## config.mk

```make
export PLATFORM = sky130hd
export DESIGN_NAME = iter_alu
export DESIGN_NICKNAME = d
export VERILOG_FILES = /design/src/rtl/alu_pkg.sv /design/src/rtl/alu_addsub.sv /design/src/rtl/iter_alu.sv
export SDC_FILE = /design/constraint.sdc
export NUM_CORES = 1
export LEC_CHECK = 0
export CORE_MARGIN = 2
export CORE_UTILIZATION = 54
export CTS_BUF_LIST = sky130_fd_sc_hd__clkbuf_16
export DETAILED_ROUTE_END_ITERATION = 12
export PLACE_DENSITY = 0.86
export SYNTH_ARGS = -nofsm -noshare
export SYNTH_HDL_FRONTEND = slang
export SYNTH_SLANG_ARGS = --single-unit
```

## constraint.sdc

```tcl
create_clock -name clk -period 11.5 [get_ports clk]
set_input_delay 1.725 -clock clk [delete_from_list [all_inputs] [get_ports clk]]
set_output_delay 1.725 -clock clk [all_outputs]
set_load 0.01 [all_outputs]
```

## src/rtl/alu_pkg.sv

```systemverilog
// Shared types and constants for the iterative ALU.
package alu_pkg;

  typedef enum logic [3:0] {
    OP_ADD  = 4'd0,
    OP_ADC  = 4'd1,
    OP_SUB  = 4'd2,
    OP_AND  = 4'd3,
    OP_OR   = 4'd4,
    OP_XOR  = 4'd5,
    OP_NOT  = 4'd6,
    OP_PASS = 4'd7,
    OP_SHL  = 4'd8,
    OP_SHR  = 4'd9,
    OP_ASR  = 4'd10,
    OP_MUL  = 4'd11
  } op_e;

  typedef enum logic [1:0] {
    IDLE = 2'd0,
    EXEC = 2'd1,
    DONE = 2'd2
  } state_e;

  // Bit positions inside the {N,V,C,Z} flags vector
  localparam int FLAG_Z = 0;
  localparam int FLAG_C = 1;
  localparam int FLAG_V = 2;
  localparam int FLAG_N = 3;

  function automatic logic is_shift(op_e o);
    return (o == OP_SHL) || (o == OP_SHR) || (o == OP_ASR);
  endfunction

endpackage

```

## src/rtl/alu_addsub.sv

```systemverilog
// Combinational adder/subtractor with carry-out and signed overflow.
// sub=1 computes x + ~y + 1, so cout=1 means "no borrow".
module alu_addsub #(
  parameter int WIDTH = 8
) (
  input  logic [WIDTH-1:0] x,
  input  logic [WIDTH-1:0] y,
  input  logic             cin,
  input  logic             sub,
  output logic [WIDTH-1:0] sum,
  output logic             cout,
  output logic             ovf
);

  logic [WIDTH-1:0] y_eff;
  logic             c_eff;
  logic [WIDTH:0]   full;

  // Invert the second operand and force carry-in for subtraction
  always_comb begin
    y_eff = sub ? ~y : y;
    c_eff = sub | cin;
    full  = {1'b0, x} + {1'b0, y_eff} + {{WIDTH{1'b0}}, c_eff};
    sum   = full[WIDTH-1:0];
    cout  = full[WIDTH];
    ovf   = (x[WIDTH-1] == y_eff[WIDTH-1]) && (sum[WIDTH-1] != x[WIDTH-1]);
  end

endmodule

```

## src/rtl/iter_alu.sv

```systemverilog
// Iterative ALU: single-cycle arithmetic/logic ops, bit-serial shifts and
// a shift-and-add multiplier behind a valid/ready command/result interface.
// Handshake: a command transfers on a rising edge with in_valid & in_ready;
// a result transfers on a rising edge with out_valid & out_ready. While a
// result waits, result/flags/out_valid hold and no new command is taken.
module iter_alu
  import alu_pkg::*;
#(
  parameter int WIDTH = 8
) (
  input  logic             clk,
  input  logic             rst_n,
  input  logic             in_valid,
  output logic             in_ready,
  input  logic [3:0]       op,
  input  logic [WIDTH-1:0] a,
  input  logic [WIDTH-1:0] b,
  input  logic             cin,
  output logic             out_valid,
  input  logic             out_ready,
  output logic [WIDTH-1:0] result,
  output logic [3:0]       flags
);

  localparam int LOG = $clog2(WIDTH);
  localparam int CW  = LOG + 1;

  state_e           state_q, state_d;
  op_e              op_q, op_d;
  logic [WIDTH-1:0] wa_q, wa_d;        // shift register / multiplicand
  logic [WIDTH-1:0] mhi_q, mhi_d;      // product high half
  logic [WIDTH-1:0] mlo_q, mlo_d;      // multiplier, becomes product low half
  logic [CW-1:0]    cnt_q, cnt_d;      // remaining EXEC iterations
  logic [WIDTH-1:0] result_q, result_d;
  logic [3:0]       flags_q, flags_d;

  op_e              op_in;
  logic [LOG-1:0]   sh_n;

  logic [WIDTH-1:0] add_x, add_y, add_sum;
  logic             add_cin, add_sub, add_cout, add_ovf;

  logic [WIDTH-1:0] sh_nxt, mhi_nxt, mlo_nxt;
  logic             sh_out;

  logic [WIDTH-1:0] fin_res;
  logic             fin_c, fin_v, fin_kill, load;

  assign op_in     = op_e'(op);
  assign sh_n      = b[LOG-1:0];
  assign in_ready  = (state_q == IDLE);
  assign out_valid = (state_q == DONE);
  assign result    = result_q;
  assign flags     = flags_q;

  // Adder serves port operands in IDLE and the MUL accumulate in EXEC
  always_comb begin
    add_x   = a;
    add_y   = b;
    add_cin = (op_in == OP_ADC) & cin;
    add_sub = (op_in == OP_SUB);
    if (state_q == EXEC) begin
      add_x   = mhi_q;
      add_y   = mlo_q[0] ? wa_q : '0;
      add_cin = 1'b0;
      add_sub = 1'b0;
    end
  end

  alu_addsub #(.WIDTH(WIDTH)) u_addsub (
    .x    (add_x),
    .y    (add_y),
    .cin  (add_cin),
    .sub  (add_sub),
    .sum  (add_sum),
    .cout (add_cout),
    .ovf  (add_ovf)
  );

  // One iteration of the captured shift op and of the multiplier
  always_comb begin
    sh_nxt = wa_q;
    sh_out = 1'b0;
    case (op_q)
      OP_SHL: begin sh_nxt = {wa_q[WIDTH-2:0], 1'b0};        sh_out = wa_q[WIDTH-1]; end
      OP_SHR: begin sh_nxt = {1'b0, wa_q[WIDTH-1:1]};        sh_out = wa_q[0];       end
      OP_ASR: begin sh_nxt = {wa_q[WIDTH-1], wa_q[WIDTH-1:1]}; sh_out = wa_q[0];     end
      default: ;
    endcase
    mhi_nxt = {add_cout, add_sum[WIDTH-1:1]};
    mlo_nxt = {add_sum[0], mlo_q[WIDTH-1:1]};
  end

  // Next-state, datapath and result/flags load on entry to DONE
  always_comb begin
    state_d  = state_q;
    op_d     = op_q;
    wa_d     = wa_q;
    mhi_d    = mhi_q;
    mlo_d    = mlo_q;
    cnt_d    = cnt_q;
    result_d = result_q;
    flags_d  = flags_q;
    fin_res  = '0;
    fin_c    = 1'b0;
    fin_v    = 1'b0;
    fin_kill = 1'b0;
    load     = 1'b0;
    case (state_q)
      IDLE: begin
        if (in_valid) begin
          op_d  = op_in;
          wa_d  = a;
          mhi_d = '0;
          mlo_d = b;
          cnt_d = (op_in == OP_MUL) ? CW'(WIDTH) : {1'b0, sh_n};
          if (op_in == OP_MUL || (is_shift(op_in) && sh_n != '0)) begin
            state_d = EXEC;
          end else begin
            state_d = DONE;
            load    = 1'b1;
            case (op_in)
              OP_ADD, OP_ADC, OP_SUB: begin
                fin_res = add_sum;
                fin_c   = add_cout;
                fin_v   = add_ovf;
              end
              OP_AND:  fin_res = a & b;
              OP_OR:   fin_res = a | b;
              OP_XOR:  fin_res = a ^ b;
              OP_NOT:  fin_res = ~a;
              OP_PASS: fin_res = a;
              OP_SHL, OP_SHR, OP_ASR: fin_res = a;   // zero shift amount
              default: fin_kill = 1'b1;              // unused opcode
            endcase
          end
        end
      end
      EXEC: begin
        cnt_d = cnt_q - CW'(1);
        if (op_q == OP_MUL) begin
          mhi_d = mhi_nxt;
          mlo_d = mlo_nxt;
        end else begin
          wa_d = sh_nxt;
        end
        if (cnt_q == CW'(1)) begin
          state_d = DONE;
          load    = 1'b1;
          if (op_q == OP_MUL) begin
            fin_res = mlo_nxt;
            fin_c   = |mhi_nxt;
            fin_v   = |mhi_nxt;
          end else begin
            fin_res = sh_nxt;
            fin_c   = sh_out;
          end
        end
      end
      DONE: begin
        if (out_ready) state_d = IDLE;
      end
      default: state_d = IDLE;
    endcase
    if (load) begin
      result_d = fin_res;
      flags_d  = '0;
      if (!fin_kill) begin
        flags_d[FLAG_N] = fin_res[WIDTH-1];
        flags_d[FLAG_V] = fin_v;
        flags_d[FLAG_C] = fin_c;
        flags_d[FLAG_Z] = (fin_res == '0);
      end
    end
  end

  // State and datapath registers; reset abandons any in-flight operation
  always_ff @(posedge clk or negedge rst_n) begin
    if (!rst_n) begin
      state_q  <= IDLE;
      op_q     <= OP_ADD;
      wa_q     <= '0;
      mhi_q    <= '0;
      mlo_q    <= '0;
      cnt_q    <= '0;
      result_q <= '0;
      flags_q  <= '0;
    end else begin
      state_q  <= state_d;
      op_q     <= op_d;
      wa_q     <= wa_d;
      mhi_q    <= mhi_d;
      mlo_q    <= mlo_d;
      cnt_q    <= cnt_d;
      result_q <= result_d;
      flags_q  <= flags_d;
    end
  end

endmodule

```

==> results.ini <==
[status]
outcome=complete, no violations

[route]
drc_errors=0
vias=4205
ant_nets=0
avgRoutedWirePerCell_microns=21.9
wirelength_microns=14000
avgViaCountPerCell=6.55
first_iter_violations=352
first_pass_iters=5

[floorplan]
die_h_microns=91.4
rows=31
die_area_sq_mm=0.00834
die_w_microns=91.4
start_util_pct=56.2
ios=39
core-area_sq_mm=0.00733

[timing]
slew_violations=0
rsz0062_at_grt=no
finalCritPeriodShare_pct=53.4
skew_ns=0.00948
clock.fmax_mhz=163
worst_pin_slew_ns=1.07
max_slew_margin_pct=28.8
setup_viol=0
hold_slack_ns=0.474
fin_tns_setup_ns=0
finalCriticalPeriod_ns=6.14
report.final.hold_viol_count=0

[worst_setup_path]
worstSetupPathType=in -> reg
critPathLaunchType=input port
cp.required_ns=11.68
cp_max_fo=20
reg2reg_slack_ns=6.80
cp-end-kind=flop
arrival_ns=6.32

[worst_hold_path]
holdCritPathClass=reg -> reg

[placement]
numPortBuffers=38
gp_congestion=0.998
hpwl_microns=10500

[clock_tree]
post_cts_buffers=0
clockRootBuffer=clkbuf_16
h-tree-depth=2
ctsHoldBuffers=0
insertion_delay_ns=0.29
cts_sinks=46
cts_made_buffers=5
cts_tree=done
cts_buffer_depth=2
path_clk_slew_ns=0.07
cts.repair.resized=0

[power]
max-vdd-ir-drop_mv=0.181
switching_power_mw=0.493
p_leak_nw=2.00
p_per_area_mw_per_mm2=223
clkPwrFrac_pct=13.7
swShare_pct=47.8
internal_power_mw=0.538
power_frac_comb_pct=54.0
p_seq_share_pct=32.2

[yosys]
yosys.area_share.adder_pct=8.56
syn_avg_cell_area_sq_um=7.79
synth_xor_area_share_pct=2.55
synth_top_family_by_area=compound AO/OA/AOI/OAI gates
synth_cells=529
synth_fp_nets=581
synthesis.area_sq_mm=0.00412
yosys_warnings=0
synth_edf_count=0
synthFlopType=dfrtp_1
synth.distinct_cells=68
synth-seq-area-share_pct=27.9
async_reset_ff_share_pct=100
synth_compound_area_share_pct=27.6
synth.area.mux_share_pct=3.04
synth_seq_cells=46
synth_simple_gate_area_share_pct=24.2

[global_routing]
grt_pass1_wl_microns=21800
grt_max_degree=47
met1_usage_pct=45.7
top_usage_layer=met2
grt_overflow=0
grt_usage_pct=33.9
antenna_found_initial=0
grt_util_met3_pct=7.63
grt_pass1_vias=3945
met2_usage_pct=53.4

[final_layout]
nets=595
diodes=0
drive_above_1_share_pct=5.34
area_delta_synth_final_pct=12.2

[job]
max_cap_violations=0

## cell usage in the layout, fill, tap and decap left out, drive strengths merged, types with 6 or more instances in the layout
cell	count
a211oi	10
a21o	9
a21oi	28
a22oi	6
a31oi	12
clkdlybuf4s50	37
dfrtp	46
ha	25
inv	27
mux2i	8
nand2	69
nand2b	18
nand3	13
nor2	50
nor2b	10
nor3	7
o211ai	13
o21ai	43
o22ai	8
xor2	9
## sequential cells by signal, summed over array words and instances, names as in the netlist
| name | count |
|---|---|
| flags | 4 |
| mhi_q | 8 |
| state_q | 2 |
| wa_q | 8 |
| op_q | 4 |
| cnt_q | 4 |
| result | 8 |
| mlo_q | 8 |
## layer usage
metal | up-vias | share of wire, %
li1 | 1932 | -
met1 | 1995 | 41
met2 | 236 | 47
met3 | 42 | 9.4
met4 | 0 | 3.3
met5 | - | 0
## kinds of logic after synthesis
family	Yosys count
multiplexers	12
flip-flops	46
XOR/XNOR	12
AND/OR/NAND/NOR	201
buffers and inverters	60
adder cells (fa/ha/maj)	27
AO/OA/AOI/OAI	171
## power by group through the flow
stage | sequential, mW | clock [mW] | combinational, mW
after detailed placement | 0.329 | 0 | 0.543
after CTS | 0.326 | 0.141 | 0.547
after global placement | 0.326 | 0 | 0.533
final | 0.333 | 0.141 | 0.557
after floorplan | 0.278 | 0 | 0.411
after global routing | 0.341 | 0.147 | 0.609
## cell type report
cell class	instances	area, sq um
Fill cell	647	2710
Inverter	27	101
Sequential cell	46	1150
Tap cell	99	124
Multi-Input combinational cell	423	2720
Clock buffer	5	125
Clock inverter	2	10.0
Timing Repair Buffer	40	390
## metrics by stage
step                      total power, mW  std cells  util [%]  setup WS (ns)  area, sq um
after floorplan                     0.688        529         -           6.53         4120
after global placement              0.859        635      61.2           5.30         4490
after detailed placement            0.872        635      61.2           5.13         4490
after CTS                            1.01        642      63.0           5.43         4620
after global routing                 1.10        642      63.0           4.93         4620
final                                1.03        642      63.0           5.36         4620
## worst paths after layout
path / startpoint / end / depth (start not counted)
worst max register to register: state_q[1] / flags[2] / 13
worst min-delay path: flags[3] / flags[3] / 1
worst max-delay path: op[1] / flags[2] / 15
max in group asynchronous: rst_n / flags[3] / 1
min in group asynchronous: rst_n / op_q[3] / 1
worst min register to register: flags[3] / flags[3] / 1
## critical path: stages
cell and delay [ns]:
clkdlybuf4s50_1 0.88, inv_1 0.31, nor2_1 0.20, nand3_1 0.40, o21ai_0 0.31, a31oi_1 0.09
fa_1 0.50, fa_1 0.43, nand2b_1 0.18, nand2b_1 0.10, a21oi_1 0.09, xnor2_1 0.19
nand4bb_1 0.24, or4_1 0.43, a31o_1 0.24
## Yosys cell counts (2+ instances only)
cell | count | area share [%]
a211o_1 | 4 | 0.85
a211oi_1 | 10 | 1.8
a21o_1 | 9 | 1.6
a21oi_1 | 28 | 3.4
a221o_1 | 3 | 0.73
a221oi_1 | 5 | 1.1
a22oi_1 | 6 | 1.1
a31oi_1 | 12 | 1.8
a32o_1 | 2 | 0.49
a32oi_1 | 3 | 0.64
and3_1 | 3 | 0.46
buf_1 | 3 | 0.27
buf_2 | 14 | 1.7
clkbuf_1 | 14 | 1.3
dfrtp_1 | 46 | 28
fa_1 | 2 | 0.97
ha_1 | 25 | 7.6
inv_1 | 27 | 2.5
mux2_2 | 4 | 1.1
mux2i_1 | 8 | 1.9
nand2_1 | 69 | 6.3
nand2b_1 | 18 | 2.7
nand3_1 | 13 | 1.6
nand3b_1 | 3 | 0.55
nand4_1 | 4 | 0.61
nor2_1 | 48 | 4.4
nor2_2 | 2 | 0.30
nor2b_1 | 9 | 1.4
nor3_1 | 7 | 0.85
nor3b_1 | 2 | 0.36
nor3b_2 | 3 | 0.91
o2111ai_1 | 5 | 1.1
o211ai_1 | 13 | 2.4
o21a_1 | 5 | 0.91
o21ai_0 | 42 | 5.1
o221ai_1 | 2 | 0.43
o22ai_1 | 8 | 1.2
o31ai_1 | 3 | 0.55
or2_2 | 3 | 0.46
or3_1 | 2 | 0.30
or3b_2 | 3 | 0.64
xnor2_1 | 3 | 0.64
xor2_1 | 9 | 1.9
Power figures use the tool's default switching activity.
